`config.mk`:
```
export PLATFORM = sky130hd
export DESIGN_NAME = uart_mmio_responder_flat
export DESIGN_NICKNAME = d
export VERILOG_FILES = /design/src/rtl/uart_pkg.sv /design/src/rtl/uart_mmio_responder_if.sv /design/src/rtl/sync_fifo.sv /design/src/rtl/uart_mmio_responder.sv /design/src/flat_wrapper.sv
export SDC_FILE = /design/constraint.sdc
export NUM_CORES = 1
export LEC_CHECK = 0
export CAP_MARGIN = 20
export CORE_ASPECT_RATIO = 1.4
export CORE_MARGIN = 4
export CORE_UTILIZATION = 60
export CTS_BUF_LIST = sky130_fd_sc_hd__clkbuf_16
export DETAILED_ROUTE_END_ITERATION = 16
export PLACE_DENSITY = 0.8
export RECOVER_POWER = 100
export SKIP_LAST_GASP = 1
export SYNTH_ARGS = -nofsm -noshare
export SYNTH_HDL_FRONTEND = slang
export SYNTH_SLANG_ARGS = --single-unit
```
`constraint.sdc`:
```
create_clock -name clk -period 3.5 [get_ports clk]
set_input_delay 0.7 -clock clk [delete_from_list [all_inputs] [get_ports clk]]
set_output_delay 0.7 -clock clk [all_outputs]
set_load 0.02 [all_outputs]
```
`src/rtl/uart_pkg.sv`:
```
// Shared constants, status bit positions and FSM state types for the UART MMIO responder.
// The UART_PARITY_EN macro adds the parity states (8E1 framing); without it frames are 8N1.
package uart_pkg;

    localparam logic [2:0] UART_DATA_OFS   = 3'b000;
    localparam logic [2:0] UART_STATUS_OFS = 3'b100;

    localparam int ST_RX_PRESENT = 0;
    localparam int ST_TX_FULL    = 1;
    localparam int ST_RX_OVERRUN = 2;
    localparam int ST_PARITY_ERR = 3;
    localparam int ST_FRAMING    = 4;
    localparam int ST_TX_IDLE    = 5;

    localparam int OVS   = 16;
    localparam int OVS_W = $clog2(OVS);
    localparam logic [OVS_W-1:0] OVS_LAST = OVS_W'(OVS - 1);
    localparam logic [OVS_W-1:0] OVS_MID  = OVS_W'(OVS / 2 - 1);

    typedef enum logic [2:0] {
        TX_IDLE,
        TX_START,
        TX_DATA,
`ifdef UART_PARITY_EN
        TX_PARITY,
`endif
        TX_STOP
    } tx_state_t;

    typedef enum logic [2:0] {
        RX_IDLE,
        RX_START,
        RX_DATA,
`ifdef UART_PARITY_EN
        RX_PARITY,
`endif
        RX_STOP,
        RX_WAIT_HIGH
    } rx_state_t;

    // Baud divider for one oversample tick, never below 1.
    function automatic int baud_div(input int clk_freq, input int baud);
        int d;
        d = clk_freq / (baud * OVS);
        return (d < 1) ? 1 : d;
    endfunction

endpackage

```
`src/rtl/uart_mmio_responder_if.sv`:
```
// Memory-controller side of the UART window: strobes and write data in, read data and flags out.
interface uart_mmio_responder_if;

    logic       tx_wen;
    logic       rx_ren;
    logic [2:0] uart_addr;
    logic [7:0] uart_din;
    logic [7:0] uart_dout;
    logic       tx_full;
    logic       rx_data_present;

    modport master (
        output tx_wen, rx_ren, uart_addr, uart_din,
        input  uart_dout, tx_full, rx_data_present
    );

    modport slave (
        input  tx_wen, rx_ren, uart_addr, uart_din,
        output uart_dout, tx_full, rx_data_present
    );

endinterface

```
`src/rtl/sync_fifo.sv`:
```
// Single-clock show-ahead FIFO; push and pop in the same cycle both proceed, even when full.
module sync_fifo #(
    parameter int WIDTH = 8,
    parameter int DEPTH = 16
) (
    input  logic                     clk,
    input  logic                     rst,
    input  logic                     push,
    input  logic                     pop,
    input  logic [WIDTH-1:0]         din,
    output logic [WIDTH-1:0]         dout,
    output logic                     full,
    output logic                     empty,
    output logic [$clog2(DEPTH):0]   count
);

    localparam int AW = $clog2(DEPTH);
    localparam logic [AW:0] FULL_CNT = (AW + 1)'(DEPTH);

    logic [WIDTH-1:0] mem [DEPTH];
    logic [AW-1:0]    wr_ptr;
    logic [AW-1:0]    rd_ptr;
    logic             do_push;
    logic             do_pop;

    assign empty   = (count == '0);
    assign full    = (count == FULL_CNT);
    assign do_pop  = pop && !empty;
    assign do_push = push && (!full || do_pop);
    assign dout    = mem[rd_ptr];

    // NOTE: storage is deliberately not reset; the pointers and count alone decide which entries are valid.
    always_ff @(posedge clk) begin
        if (do_push) mem[wr_ptr] <= din;
    end

    always_ff @(posedge clk or posedge rst) begin
        if (rst) begin
            wr_ptr <= '0;
            rd_ptr <= '0;
            count  <= '0;
        end else begin
            if (do_push) wr_ptr <= wr_ptr + 1'b1;
            if (do_pop)  rd_ptr <= rd_ptr + 1'b1;
            case ({do_push, do_pop})
                2'b10:   count <= count + 1'b1;
                2'b01:   count <= count - 1'b1;
                default: ;
            endcase
        end
    end

endmodule

```
`src/rtl/uart_mmio_responder.sv`:
```
// UART peripheral behind the MMIO window: TX FIFO + serializer, 16x oversampled RX + FIFO, status register.
// Define UART_PARITY_EN for 8E1 frames with a sticky parity error flag; default build is 8N1.
module uart_mmio_responder
    import uart_pkg::*;
#(
    parameter int CLK_FREQ   = 50000000,
    parameter int BAUD       = 115200,
    parameter int FIFO_DEPTH = 16
) (
    input  logic                  clk,
    input  logic                  rst,
    uart_mmio_responder_if.slave  bus,
    input  logic                  rx,
    output logic                  tx
);

    localparam int DIV = baud_div(CLK_FREQ, BAUD);
    localparam int BCW = (DIV > 1) ? $clog2(DIV) : 1;
    localparam logic [BCW-1:0] DIV_LAST = BCW'(DIV - 1);
    localparam int CW  = $clog2(FIFO_DEPTH) + 1;

    // ---------------- baud tick ----------------
    logic [BCW-1:0] baud_cnt;
    logic           tick;

    assign tick = (baud_cnt == DIV_LAST);

    // NOTE: every clocked process uses non-blocking assignments so all flops update from pre-edge values.
    always_ff @(posedge clk or posedge rst) begin
        if (rst)       baud_cnt <= '0;
        else if (tick) baud_cnt <= '0;
        else           baud_cnt <= baud_cnt + 1'b1;
    end

    // ---------------- bus decode ----------------
    logic data_wr, data_rd, status_rd;

    assign data_wr   = bus.tx_wen && (bus.uart_addr == UART_DATA_OFS);
    assign data_rd   = bus.rx_ren && (bus.uart_addr == UART_DATA_OFS);
    assign status_rd = bus.rx_ren && (bus.uart_addr == UART_STATUS_OFS);

    // ---------------- TX path ----------------
    logic          tx_fifo_full, tx_fifo_empty, tx_load, tx_bit, tx_bit_end;
    logic [7:0]    tx_fifo_dout, tx_shift;
    logic [CW-1:0] tx_count;
    logic [OVS_W-1:0] tx_tick_cnt;
    logic [2:0]    tx_bit_cnt;
    tx_state_t     tx_state, tx_state_nx;
`ifdef UART_PARITY_EN
    logic          tx_par;
`endif

    sync_fifo #(.WIDTH(8), .DEPTH(FIFO_DEPTH)) u_tx_fifo (
        .clk   (clk),
        .rst   (rst),
        .push  (data_wr && !tx_fifo_full),
        .pop   (tx_load),
        .din   (bus.uart_din),
        .dout  (tx_fifo_dout),
        .full  (tx_fifo_full),
        .empty (tx_fifo_empty),
        .count (tx_count)
    );

    assign tx_bit_end = tick && (tx_tick_cnt == OVS_LAST);

    always_ff @(posedge clk or posedge rst) begin
        if (rst) tx_state <= TX_IDLE;
        else     tx_state <= tx_state_nx;
    end

    always_comb begin
        tx_state_nx = tx_state;
        case (tx_state)
            TX_IDLE:   if (!tx_fifo_empty) tx_state_nx = TX_START;
            TX_START:  if (tx_bit_end) tx_state_nx = TX_DATA;
`ifdef UART_PARITY_EN
            TX_DATA:   if (tx_bit_end && tx_bit_cnt == 3'd7) tx_state_nx = TX_PARITY;
            TX_PARITY: if (tx_bit_end) tx_state_nx = TX_STOP;
`else
            TX_DATA:   if (tx_bit_end && tx_bit_cnt == 3'd7) tx_state_nx = TX_STOP;
`endif
            // A queued byte starts straight out of the stop bit, with no idle gap.
            TX_STOP:   if (tx_bit_end) tx_state_nx = tx_fifo_empty ? TX_IDLE : TX_START;
            default:   tx_state_nx = TX_IDLE;
        endcase
    end

    // NOTE: defaults ahead of the case keep this combinational block from inferring latches.
    always_comb begin
        tx_load = 1'b0;
        tx_bit  = 1'b1;
        case (tx_state)
            TX_IDLE:   tx_load = !tx_fifo_empty;
            TX_START:  tx_bit  = 1'b0;
            TX_DATA:   tx_bit  = tx_shift[0];
`ifdef UART_PARITY_EN
            TX_PARITY: tx_bit  = tx_par;
`endif
            TX_STOP:   tx_load = tx_bit_end && !tx_fifo_empty;
            default:   ;
        endcase
    end

    always_ff @(posedge clk or posedge rst) begin
        if (rst) begin
            tx          <= 1'b1;
            tx_shift    <= '0;
            tx_tick_cnt <= '0;
            tx_bit_cnt  <= '0;
`ifdef UART_PARITY_EN
            tx_par      <= 1'b0;
`endif
        end else begin
            tx <= tx_bit;
            if (tx_load) begin
                tx_shift    <= tx_fifo_dout;
                tx_tick_cnt <= '0;
                tx_bit_cnt  <= '0;
`ifdef UART_PARITY_EN
                tx_par      <= ^tx_fifo_dout;
`endif
            end else if (tick) begin
                tx_tick_cnt <= tx_tick_cnt + 1'b1;
                if (tx_bit_end && tx_state == TX_DATA) begin
                    tx_shift   <= {1'b0, tx_shift[7:1]};
                    tx_bit_cnt <= tx_bit_cnt + 1'b1;
                end
            end
        end
    end

    // ---------------- RX path ----------------
    logic [1:0]    rx_sync;
    logic          rx_s, rx_mid, rx_sample, rx_push;
    logic          set_overrun, set_framing, set_parity;
    logic          rx_fifo_full, rx_fifo_empty;
    logic [7:0]    rx_fifo_dout, rx_shift;
    logic [CW-1:0] rx_count;
    logic [OVS_W-1:0] rx_tick_cnt;
    logic [2:0]    rx_bit_cnt;
    rx_state_t     rx_state, rx_state_nx;
    logic          rx_overrun, framing_err, parity_err;

    assign rx_s      = rx_sync[1];
    assign rx_mid    = tick && (rx_tick_cnt == OVS_MID);
    assign rx_sample = tick && (rx_tick_cnt == OVS_LAST);

    always_ff @(posedge clk or posedge rst) begin
        if (rst) rx_sync <= 2'b11;
        else     rx_sync <= {rx_sync[0], rx};
    end

    sync_fifo #(.WIDTH(8), .DEPTH(FIFO_DEPTH)) u_rx_fifo (
        .clk   (clk),
        .rst   (rst),
        .push  (rx_push),
        .pop   (data_rd),
        .din   (rx_shift),
        .dout  (rx_fifo_dout),
        .full  (rx_fifo_full),
        .empty (rx_fifo_empty),
        .count (rx_count)
    );

    always_ff @(posedge clk or posedge rst) begin
        if (rst) rx_state <= RX_IDLE;
        else     rx_state <= rx_state_nx;
    end

    always_comb begin
        rx_state_nx = rx_state;
        case (rx_state)
            RX_IDLE:      if (!rx_s) rx_state_nx = RX_START;
            RX_START:     if (rx_mid) rx_state_nx = rx_s ? RX_IDLE : RX_DATA;
`ifdef UART_PARITY_EN
            RX_DATA:      if (rx_sample && rx_bit_cnt == 3'd7) rx_state_nx = RX_PARITY;
            RX_PARITY:    if (rx_sample) rx_state_nx = RX_STOP;
`else
            RX_DATA:      if (rx_sample && rx_bit_cnt == 3'd7) rx_state_nx = RX_STOP;
`endif
            RX_STOP:      if (rx_sample) rx_state_nx = rx_s ? RX_IDLE : RX_WAIT_HIGH;
            // A held break must return high before a new start bit is accepted.
            RX_WAIT_HIGH: if (rx_s) rx_state_nx = RX_IDLE;
            default:      rx_state_nx = RX_IDLE;
        endcase
    end

    always_comb begin
        rx_push     = 1'b0;
        set_overrun = 1'b0;
        set_framing = 1'b0;
        set_parity  = 1'b0;
        case (rx_state)
`ifdef UART_PARITY_EN
            RX_PARITY: set_parity = rx_sample && (rx_s != ^rx_shift);
`endif
            RX_STOP: begin
                if (rx_sample) begin
                    rx_push     = rx_s;
                    set_overrun = rx_s && rx_fifo_full && !data_rd;
                    set_framing = !rx_s;
                end
            end
            default: ;
        endcase
    end

    always_ff @(posedge clk or posedge rst) begin
        if (rst) begin
            rx_tick_cnt <= '0;
            rx_bit_cnt  <= '0;
            rx_shift    <= '0;
        end else if (rx_state == RX_IDLE) begin
            rx_tick_cnt <= '0;
            rx_bit_cnt  <= '0;
        end else if (tick) begin
            // Restart the count at mid start bit so later samples land mid-bit.
            if (rx_state == RX_START && rx_mid) rx_tick_cnt <= '0;
            else                                rx_tick_cnt <= rx_tick_cnt + 1'b1;
            if (rx_state == RX_DATA && rx_sample) begin
                rx_shift   <= {rx_s, rx_shift[7:1]};
                rx_bit_cnt <= rx_bit_cnt + 1'b1;
            end
        end
    end

    // ---------------- sticky flags and read mux ----------------
    always_ff @(posedge clk or posedge rst) begin
        if (rst) begin
            rx_overrun  <= 1'b0;
            framing_err <= 1'b0;
        end else begin
            rx_overrun  <= set_overrun || (rx_overrun && !status_rd);
            framing_err <= set_framing || (framing_err && !status_rd);
        end
    end

`ifdef UART_PARITY_EN
    always_ff @(posedge clk or posedge rst) begin
        if (rst) parity_err <= 1'b0;
        else     parity_err <= set_parity || (parity_err && !status_rd);
    end
`else
    assign parity_err = set_parity;
`endif

    logic [7:0] status;

    always_comb begin
        status                = '0;
        status[ST_RX_PRESENT] = !rx_fifo_empty;
        status[ST_TX_FULL]    = tx_fifo_full;
        status[ST_RX_OVERRUN] = rx_overrun;
        status[ST_PARITY_ERR] = parity_err;
        status[ST_FRAMING]    = framing_err;
        status[ST_TX_IDLE]    = (tx_count == '0) && (tx_state == TX_IDLE);
    end

    always_comb begin
        bus.uart_dout = 8'h00;
        case (bus.uart_addr)
            UART_DATA_OFS:   bus.uart_dout = rx_fifo_empty ? 8'h00 : rx_fifo_dout;
            UART_STATUS_OFS: bus.uart_dout = status;
            default:         ;
        endcase
    end

    assign bus.tx_full         = tx_fifo_full;
    assign bus.rx_data_present = (rx_count != '0);

endmodule

```
`src/flat_wrapper.sv`:
```
// flat-port wrapper written by rule: the top's interface ports become plain ports
module uart_mmio_responder_flat import uart_pkg::*;
#(
    parameter int CLK_FREQ   = 50000000,
    parameter int BAUD       = 115200,
    parameter int FIFO_DEPTH = 16
)
  (clk, rst, rx, tx, bus_tx_wen, bus_rx_ren, bus_uart_addr, bus_uart_din, bus_uart_dout, bus_tx_full, bus_rx_data_present);
  uart_mmio_responder_if bus_i ();
  input  logic clk;
  input  logic rst;
  input  logic rx;
  output logic tx;
  input wire logic [$bits(bus_i.tx_wen)-1:0] bus_tx_wen;
  input wire logic [$bits(bus_i.rx_ren)-1:0] bus_rx_ren;
  input wire logic [$bits(bus_i.uart_addr)-1:0] bus_uart_addr;
  input wire logic [$bits(bus_i.uart_din)-1:0] bus_uart_din;
  output wire logic [$bits(bus_i.uart_dout)-1:0] bus_uart_dout;
  output wire logic [$bits(bus_i.tx_full)-1:0] bus_tx_full;
  output wire logic [$bits(bus_i.rx_data_present)-1:0] bus_rx_data_present;
  assign bus_i.tx_wen = bus_tx_wen;
  assign bus_i.rx_ren = bus_rx_ren;
  assign bus_i.uart_addr = bus_uart_addr;
  assign bus_i.uart_din = bus_uart_din;
  assign bus_uart_dout = bus_i.uart_dout;
  assign bus_tx_full = bus_i.tx_full;
  assign bus_rx_data_present = bus_i.rx_data_present;
  uart_mmio_responder #(.CLK_FREQ(CLK_FREQ), .BAUD(BAUD), .FIFO_DEPTH(FIFO_DEPTH)) u_core (.clk(clk), .rst(rst), .bus(bus_i), .rx(rx), .tx(tx));
endmodule
```
-- Word-level counts from Yosys, hierarchy flattened
Memories as Yosys holds them, arrays and structs flattened.
Cells that the tools add are included.
- add/sub/neg operators: 13
- multipliers: 0
- divide/modulo/power cells: 0
- $lt $le $gt $ge: 0
- eq/ne operators: 29
- shifts and indexed selects: 0
- multiplexer cells: 45
- bitwise gates (word level): 1
- reductions and logical operators: 50
- operator list (cell ; number):
    two-way mux 3 bit ; 16
    two-way mux 8 bit ; 4
    adder 4 x 1 -> 4 bit, second input constant ; 6
    logical AND 1 bit ; 22
    two-way mux 4 bit ; 5
    one-hot mux 5 bit (2 select lines) ; 2
    one-hot mux 8 bit (2 select lines) ; 1
    adder 5 x 1 -> 5 bit, second input constant ; 3
    == test 5 bit, second input constant ; 3
    one-hot mux 3 bit (5 select lines) ; 1
    inequality test 2 x 1 -> 1 bit, second input constant ; 7
    == test 3 x 2 -> 1 bit, second input constant ; 4
    == test 3 bit, second input constant ; 4
    one-hot mux 3 bit (4 select lines) ; 1
    nonzero test 2 bit ; 6
    two-way mux 1 bit ; 11
    logical NOT 5 bit ; 2
    subtractor 5 x 1 -> 5 bit, second input constant ; 2
    logical NOT 3 bit ; 3
    == test 4 bit, second input constant ; 2
    logical NOT 1 bit ; 7
    adder 3 x 1 -> 3 bit, second input constant ; 2
    == test 3 x 1 -> 1 bit, second input constant ; 2
    two-way mux 5 bit ; 1
    other kinds (13) ; 21
- flip-flop bits (word level): 72
- latch bits: 0
- RAM bits: 256
- memory bits (read-only): 0
- bits of input ports: 16
- logic and storage cells: 159
- memories: 2
- memory list (name ; depth ; bits a word ; read ports ; clocked after Yosys merged registers in ; write ports ; RTL line ; source):
    u_core.u_rx_fifo.mem ; 16 ; 8 ; 1 ; 0 ; 1 ; sync_fifo.sv:20 ; logic [WIDTH-1:0] mem [DEPTH];
    u_core.u_tx_fifo.mem ; 16 ; 8 ; 1 ; 0 ; 1 ; sync_fifo.sv:20 ;

-- Depth between registers and ports, before layout
Gate-level depths: netlist (run 1).
- word-level depth: 9
- mapped depth: 16
- gate-level depth less buffers: 13

-- By module
Synthesis (run 1) repeated with hierarchy kept, for this count alone.
- cell total of the unflattened synthesis: 837
- area total of the unflattened synthesis: 13903.3 um2
- modules (own cells, without submodules) (module ; times used ; cells an instance ; area an instance (um2) ; sequential area each (um2)):
    sync_fifo at u_core.u_tx_fifo ; 1 ; 314 ; 5826.8 ; 4169.0
    sync_fifo at u_core.u_rx_fifo ; 1 ; 298 ; 5750.5 ; 4169.0
    uart_mmio_responder ; 1 ; 225 ; 2326.0 ; 1129.8

-- Worst setup path after synthesis (run 1)
Ideal clock, no wire load.
- path kind: reg-to-reg
- start point: register u_core.baud_cnt[0]
- end point: register u_core.u_tx_fifo.count[4]
- library setup time: 0.079 ns
- arrival time: 3.169 ns
- required time: 3.421 ns
- path slack: 0.252 ns
- stages on the path, launching flop included: 17
- buffers on the path: 3
- clock period less this slack: 3.248 ns
- cells stage by stage: dfrtp_1 inv_1 ha_1 and4b_2 buf_2 a31oi_1 nor3_2 buf_2 ha_1 clkbuf_1 xor2_1 ha_1 o21a_1 o21ai_0 nand3b_1 a21oi_1 xor2_1
- word-level cells in the longest chain between the ends: 9
- elaborated cells on any way between the ends: 11
- ends and longest elaborated chain (what ; RTL line ; source):
    start: declaration ; uart_mmio_responder.sv:23 ; logic [BCW-1:0] baud_cnt;
    start signal: assignment ; uart_mmio_responder.sv:32 ; else baud_cnt <= baud_cnt + 1'b1;
    == test 5 bit (*) ; uart_mmio_responder.sv:26 ; assign tick = (baud_cnt == DIV_LAST);
    logical AND 1 bit (*) ; uart_mmio_responder.sv:65 ; assign tx_bit_end = tick && (tx_tick_cnt == OVS_LAST);
    logical AND 1 bit (*) ; uart_mmio_responder.sv:100 ; TX_STOP: tx_load = tx_bit_end && !tx_fifo_empty;
    one-hot mux 1 bit (2 select lines) (*) ; uart_mmio_responder.sv:93 ; case (tx_state)
    logical AND 1 bit (*) ; sync_fifo.sv:28 ; assign do_pop = pop && !empty;
    via u_core.u_tx_fifo.do_pop ; sync_fifo.sv:24 ; logic do_pop;
    logical OR 1 bit ; sync_fifo.sv:29 ; assign do_push = push && (!full || do_pop);
    logical AND 1 bit ; sync_fifo.sv:29 ;
    == test 2 x 1 -> 1 bit / == test 2 bit (equally long branches) ; sync_fifo.sv:45 ; case ({do_push, do_pop})
    one-hot mux 5 bit (2 select lines) / nonzero test 2 bit (equally long branches) ; -- ;
    end signal: assignment ; sync_fifo.sv:46 ; 2'b10: count <= count + 1'b1;
    end signal: assignment ; sync_fifo.sv:47 ; 2'b01: count <= count - 1'b1;
    end: declaration ; sync_fifo.sv:14 ; output logic [$clog2(DEPTH):0] count
The timed path passes the listed nets; every way through them passes the cells marked *.
A chain may end at the register's enable or synchronous reset.

-- Final worst setup path (run 1)
- start point: register u_core.u_rx_fifo.rd_ptr[0]
- end point: output bus_uart_dout[4]
- word-level cells in the longest chain between the ends: 3
- ends and longest elaborated chain (what ; RTL line ; source):
    start: declaration ; sync_fifo.sv:22 ; logic [AW-1:0] rd_ptr;
    start signal: assignment ; sync_fifo.sv:44 ; if (do_pop) rd_ptr <= rd_ptr + 1'b1;
    memory (16 x 8 bit) ; -- ;
    two-way mux 8 bit ; uart_mmio_responder.sv:263 ; UART_DATA_OFS: bus.uart_dout = rx_fifo_empty ? 8'h00 : rx_fifo_dout;
    one-hot mux 8 bit (2 select lines) ; uart_mmio_responder.sv:262 ; case (bus.uart_addr)
    end: declaration ; flat_wrapper.sv:18 ; output wire logic [$bits(bus_i.uart_dout)-1:0] bus_uart_dout;
No other way between the ends.

==> results.md, run 1 <==
* Layout cells sized above 1 at 18.2%
* Final non-filler cell area at 15400 µm²
* Largest net degree at the start of global routing at 41
* Final nets at 920
* Final setup violating endpoints at 0
* Clock root buffer: clkbuf_16
* Switching pwr at roughly 3.0 mW
* Hold Buf Count CTS at 0
* Peak supply drop at 0.487 mV
* CTS Buffer Depth at 3
* Switching Share at 28.4%
* Slew headroom at 4.57%
* Total GRT Usage at 22.8%
* PD cells at 677 nW/µm²
* Crit end category: output port
* CP arrival at around 2.8 ns
* Drt pass-1 iters at 5
* DP HPWL at around 18000 µm
* EDFF count, synth at 256
* CTS Buf Count at 29
* Reg2Reg Setup Slack at 0.33 ns
* CP required at 2.80 ns
* Top post-synthesis cells by area: edfxtp_1 (56%), dfrtp_1 (12%), mux4_2 (11%), ha_1 (2.7%), nand2_1 (1.5%)
* DR DRC count at 0
* GR Overflow Total at 0
* Internal at ~7.5 mW
* TritonCTS clock tree: done
* Most numerous cell in the Yosys netlist: edfxtp_1
* Combinational Power Share at between 20% and 30%
* Leading area contributor after synthesis: edfxtp_1
* Post-synth cell types at 58
* Crit-path max FO at 4
* Vias in the first global route at 7958
* Post-Syn Instances at slightly above 800
* Async SR Flop Fraction at approximately 22%
* 1st-iter DRT viols at 575
* Max-Cap Viols at 0
* HP Class: flop to flop
* Starting density of the core at 60.8%
* Warnings, synthesis at 0
* Cell Area, Placed at 14400 µm²
* Die area at between 20000 and 30000 µm²
* Post-Synthesis Net Count at 855
* Drt via density at 6.26
* Clock Latency Late Sink at about 0.55 ns
* Slew Limit Fails at 0
* Die Span X at 136 µm
* Clock power frac at 31.8%
* Row cnt at 65
* Crit Path Category: flop to output port
* Final Util at 68.7%
* Synth cell count leaders: edfxtp_1 (256), dfrtp_1 (68), mux4_2 (66), nand2_1 (55), nor2_1 (35)
* Initial antenna violation count at 0
* #FFs+latches synth at 327
* Port buffer count at 26
* Sink Count at between 300 and 400
* Syn avg cell area at ~17 µm²
* Top cell type's share of synthesized area at a little under three fifths
* Area Growth Syn to Fin at 12.9%
* Global-route wire length before repair at 44400 µm
* Final worst path period share at 99.5%
* Die Y at about 190 µm
* Worst Skew at roughly 0.017 ns
* Synth Flop Type: edfxtp_1
* Worst hold slack at around 0.36 ns
* Post-route ant nets at 0
* Sequential power share at 45.6%
* Hold Fails Final Rpt at 0
* Fmax at 287 MHz
* Leak Pwr at between 5 and 6 nW
* DR vias at 7488
* RSZ-0062 raised after global routing: true
* Slew @ Worst Pin at 1.43 ns
* Num ports at 27
* Sequential area share after synthesis at 69.3%
* Period minus WS final at 3.48 ns
* GP Congestion at 0.807
* # diodes at 0
* Core box area at ~22000 µm²
* Reg clk slew, reported paths at about 0.070 ns
* Syn Std Cell Area at 13700 µm²
* Outcome: completed
* Worst Setup Start Kind: flop
* Setup TNS at 0 ns
* Post-Route WL at 28700 µm
* # H-tree levels at 1
* Per-cell routed wire length at 24.0 µm
routing by layer:
layer / GRT usage [%] / wire (µm) / up-vias
met2: 42.4 / 16100 / 289
met1: 26.8 / 10100 / 3874
met5: 0 / 0 / -
met4: 8.30 / 1140 / 0
met3: 2.78 / 1360 / 68
li1: - / - / 3257
cell type report:
class,instances,area [µm²]
fillers,1465,7030
multi-input cells,426,3880
repair buffers,73,606
clock buffers,32,801
flip-flops and latches,327,9470
inverters,17,63.8
well taps,301,377
clock inverters,21,215
power groups by stage:
stage / clock network, mW / logic, mW / registers, mW
after floorplan: 0 / 1.79 / 4.59
after global placement: 0 / 2.02 / 4.84
after detailed placement: 0 / 2.12 / 4.87
after CTS: 3.37 / 2.20 / 4.79
after global routing: 3.55 / 2.56 / 4.79
final: 3.32 / 2.35 / 4.76
state kept, by name (all words and copies together) (netlist names), 5 cells and up:
| signal | count |
|---|---|
| u_core.u_rx_fifo.count | 5 |
| u_core.tx_shift | 8 |
| u_core.u_tx_fifo.mem | 128 |
| u_core.u_rx_fifo.mem | 128 |
| u_core.rx_shift | 8 |
| u_core.baud_cnt | 5 |
| u_core.u_tx_fifo.count | 5 |
per-stage QoR:
step | std cells | setup WS [ns] | total power [mW]
floorplan | 809 | 0.252 | 6.37
global placement | 1133 | 0.101 | 6.85
detailed placement | 1133 | -0.0637 | 6.99
CTS | 1187 | -0.000288 | 10.4
global route | 1197 | -0.0268 | 10.9
finish | 1197 | 0.0185 | 10.4
worst max-delay path, cell delays in order, from the launching register on:
cell and delay [ns]:
dfrtp_2 0.50, clkbuf_16 0.20, clkbuf_4 0.13, mux4_2 0.49, a22oi_2 0.26, a31oi_1 0.11
a31o_2 0.22, dlygate4sd2_1 0.32
final timing paths:
check / startpoint / end / depth (start not counted)
worst max-delay path: u_core.u_rx_fifo.rd_ptr[0] / bus_uart_dout[4] / 7
worst min-delay path: u_core.rx_sync[0] / u_core.rx_sync[1] / 0
worst max register to register: u_core.baud_cnt[0] / u_core.u_tx_fifo.count[4] / 13
worst min register to register: u_core.rx_sync[0] / u_core.rx_sync[1] / 0
max in group asynchronous: rst / u_core.baud_cnt[2] / 3
min in group asynchronous: rst / u_core.u_rx_fifo.count[4] / 2
placed cells by master (no fill, tap or decap), types with 3 or more instances in the layout:
master	count
inv_1	17
ha_1	28
dfstp_2	3
nand3b_1	3
a211oi_1	3
nand2_1	56
a21oi_1	17
buf_4	12
clkinv_4	4
mux2_2	12
edfxtp_1	256
and2_0	13
nor3_1	11
clkdlybuf4s50_1	4
and3_1	9
clkbuf_16	34
mux2i_1	11
nand4_1	5
nand3_1	31
xnor2_1	18
dlygate4sd3_1	14
bufinv_16	3
clkbuf_1	26
nor4_1	5
nand2b_1	5
mux4_2	66
dfrtp_1	67
inv_6	6
clkinv_2	3
nor3b_1	5
o21ai_0	23
a22oi_1	12
clkinv_1	4
xor2_1	13
dlygate4sd2_1	6
nor2_1	37
a31oi_1	7
nor2b_1	8
kinds of logic after synthesis:
family | Yosys count | share of synthesized area (%)
AOI/OAI and AO/OA | 74 | 3.49
xor gates and xnor gates | 31 | 1.99
adders and majority gates | 30 | 2.80
buffers and inverters | 56 | 1.85
DFF | 327 | 69.3
muxes | 91 | 12.9
and+or+nand+nor | 200 | 7.65
repair_timing:
item / in CTS / in global routing
pin swaps: 0 / 1
endpoints found under the setup margin: 8 / 2
hold endpoints to repair: 0 / 0
resized for setup: 9 / 4
cloned: 1 / 2
buffers inserted: 0 / 7
Note: power is estimated with default switching activity, not from simulation.
==> inputs of run 2 (changes only) <==
--- a/config.mk
+++ b/config.mk
@@ -11,6 +11,7 @@
 export CORE_UTILIZATION = 60
 export CTS_BUF_LIST = sky130_fd_sc_hd__clkbuf_16
 export DETAILED_ROUTE_END_ITERATION = 16
+export HOLD_SLACK_MARGIN = 0.03
 export PLACE_DENSITY = 0.8
 export RECOVER_POWER = 100
 export SKIP_LAST_GASP = 1
==> results of run 2 <==
Final layout, timing and power as in run 1 (identical DEF).
==> inputs of run 3 (changes only) <==
--- a/config.mk
+++ b/config.mk
@@ -12,7 +12,7 @@
 export CTS_BUF_LIST = sky130_fd_sc_hd__clkbuf_16
 export DETAILED_ROUTE_END_ITERATION = 16
 export HOLD_SLACK_MARGIN = 0.03
-export PLACE_DENSITY = 0.8
+export PLACE_DENSITY_LB_ADDON = 0.12
 export RECOVER_POWER = 100
 export SKIP_LAST_GASP = 1
 export SYNTH_ARGS = -nofsm -noshare
==> run 3 against run 2 <==
Clock power about the same. Total power decreased by 1.3%. Count of clock-buffer cells in the layout decreased by 2. Fmax increased by 1.2%. Routed wire length decreased by 5.4%. Critical endpoint is now bus_uart_dout[7].
==> results.md, run 3 (same netlist as run 1, synthesis figures left out) <==
* Outcome: completed
* Reg clk slew, reported paths at 0.07 ns (about the same)
* Final Util at 68.3% (-0.41 points)
* Period minus WS final at 3.44 ns (-0.0428 ns)
* Crit-path max FO at 18 (+14)
* Drt via density at 6.01 (-3.9%)
* Die area at 25300 µm² (unchanged)
* Area Growth Syn to Fin at 12.2%
* TritonCTS clock tree: done
* Layout Cells excl Fill at 1195 (-0.17%)
* Vias in the first global route at 7713 (-3.1%)
* Critical Path Source: u_core.u_rx_fifo.rd_ptr[0]
* Sequential power share at 46.4% (+0.8 points)
* Leading registers by flop count: u_core.u_rx_fifo.mem: 128 flops, u_core.u_tx_fifo.mem: 128 flops
* Crit path to: bus_uart_dout[7]
* 1st-iter DRT viols at 482 (-16%)
* Leak Pwr at 5.70 nW (-0.80%)
* HP Class: flop to flop
* PD cells at 672 nW/µm² (-0.76%)
* CP arrival at 2.74 ns (-0.04 ns)
* CTS Buffer Depth at 3 (unchanged)
* CTS Buf Count at 30 (+3.4%)
* Reg2Reg Setup Slack at 0.28 ns (-0.05 ns)
* Dpl ws at -0.168 ns (-0.104 ns)
* Max-Cap Viols at 0 (unchanged)
* Crit Path Category: flop to output port
* Initial antenna violation count at 0 (unchanged)
* Sink Count at 327 (unchanged)
* # H-tree levels at 1 (unchanged)
* Switching Share at 27.9% (-0.47 points)
* Switching pwr at 2.88 mW (-3.0%)
* Final worst path period share at 98.2% (-1.2 points)
* Largest net degree at the start of global routing at 33 (-20%)
* Clock root buffer: clkbuf_16
* Die Y at 187 µm (unchanged)
* Combinational Power Share at 21.4% (-1.2 points)
* Crit end category: output port
* Most frequent cells in the layout: edfxtp_1 (256), dfrtp_1 (67), mux4_2 (66)
* RR Startpoint: u_core.baud_cnt[0]
* Worst hold slack at 0.361 ns (+0.000819 ns)
* DP HPWL at 18200 µm (+1.5%)
* Global-route wire length before repair at 43300 µm (-2.3%)
* GP Congestion at 0.822 (+1.9%)
* Slew @ Worst Pin at 1.31 ns (-0.117 ns)
* DR DRC count at 0 (unchanged)
* Per-cell routed wire length at 22.7 µm (-5.2%)
* CP required at 2.80 ns (about the same)
* Num ports at 27 (unchanged)
* Post-route ant nets at 0 (unchanged)
* Setup TNS at 0 ns (unchanged)
* Placed cells at 1136 (+0.26%)
* Internal at 7.42 mW (-0.70%)
* R2R depth at 13 (unchanged)
* Core box area at 22400 µm² (unchanged)
* Final nets at 916 (-0.43%)
* Total GRT Usage at 22.3% (-0.48 points)
* Final worst-path setup slack at 0.0613 ns (+0.0428 ns)
* Worst Skew at 0.0215 ns (+0.00464 ns)
* Clock Latency Late Sink at 0.56 ns (about the same)
* Slew headroom at 12.4% (+7.8 points)
* Peak supply drop at 0.524 mV (+7.7%)
* # diodes at 0 (unchanged)
* Layout fillers at 1510 (+3.1%)
* Hold Fails Final Rpt at 0 (unchanged)
* Final setup violating endpoints at 0 (unchanged)
* Slew Limit Fails at 0 (unchanged)
* Most common cell after layout, fill and taps aside: edfxtp_1
* Post-Route WL at 27200 µm (-5.4%)
* DR vias at 7182 (-4.1%)
* Hold Buf Count CTS at 0 (unchanged)
* Port buffer count at 26 (unchanged)
* Die Span X at 136 µm (unchanged)
* Layout cells sized above 1 at 17.2% (-0.97 points)
* Fmax at 291 MHz (+1.2%)
* GR Overflow Total at 0 (unchanged)
* RSZ-0062 raised after global routing: true
* Min-delay src: u_core.rx_sync[0]
* Drt pass-1 iters at 5 (unchanged)
* Clock power frac at 32.2% (+0.4 points)
* Worst Setup Start Kind: flop
* Row cnt at 65 (unchanged)
* Starting density of the core at 60.8% (unchanged)
* FF-to-FF End: u_core.u_tx_fifo.count[4]
## run 3: changes by cell type in the layout (fill, tap and decap cells not counted), sizes merged
cell           before  now
dlygate4sd2         6    8
clkinv             11   16
bufinv              3    5
clkdlybuf4s15       2    0
inv                23   18
buf                16   14
bufbuf              0    1
clkbuf             63   57
clkinvlp            1    4
## run 3: final cells by class
class / count / area [µm²] / area share (%)
inverters: 17 / 63.8 / 0.416
well taps: 301 / 377 / 2.46
flip-flops and latches: 327 / 9470 / 61.8
multi-input cells: 426 / 3880 / 25.3
clock buffers: 30 / 751 / 4.90
repair buffers: 68 / 514 / 3.36
clock inverters: 26 / 265 / 1.73
## run 3: what timing repair did
action,in CTS,in global routing
setup endpoints to repair,8,3
setup buffers,0,2
resized for setup,9,1
cloned,1,0
pin swaps,0,0
## run 3: metal layers
| layer | up-vias | share of wire (%) | GRT usage (%) |
|---|---|---|---|
| met2 | 158 | 57 | 42.1 |
| met3 | 55 | 3.3 | 2.75 |
| met5 | - | 0 | 0 |
| li1 | 3244 | - | - |
| met4 | 0 | 3.5 | 7.72 |
| met1 | 3725 | 37 | 25.8 |
## run 3: per-stage QoR
stage | area (µm²) | total power [mW]
2_1_floorplan | 13700 | 6.37
3_3_place_gp | 14400 | 6.93
3_5_place_dp | 14400 | 7.04
4_1_cts | 15500 | 10.4
5_1_grt | 15300 | 10.8
6_report | 15300 | 10.3
## run 3: worst min-delay path by stage
stage                                    to  slack (ns)  cells after the start
after floorplan           u_core.rx_sync[1]        0.35                      0
after global placement    u_core.rx_sync[1]        0.35                      0
after detailed placement  u_core.rx_sync[1]        0.35                      0
after CTS                 u_core.rx_sync[1]        0.36                      0
after global routing      u_core.rx_sync[1]        0.38                      0
final                     u_core.rx_sync[1]        0.36                      0
## run 3: power groups by stage
| stage | sequential (mW) | combinational [mW] | clock (mW) |
|---|---|---|---|
| 3_5_place_dp | 4.85 | 2.19 | 0 |
| 2_1_floorplan | 4.59 | 1.79 | 0 |
| 4_1_cts | 4.78 | 2.25 | 3.38 |
| 3_3_place_gp | 4.83 | 2.10 | 0 |
| 6_report | 4.77 | 2.20 | 3.32 |
| 5_1_grt | 4.81 | 2.41 | 3.56 |
## run 3: critical path, stage by stage, from the launching register on
cell	delay, ns
dfrtp_2	0.42
buf_12	0.20
mux4_2	0.56
mux4_2	0.49
and3_1	0.20
dlygate4sd2_1	0.32
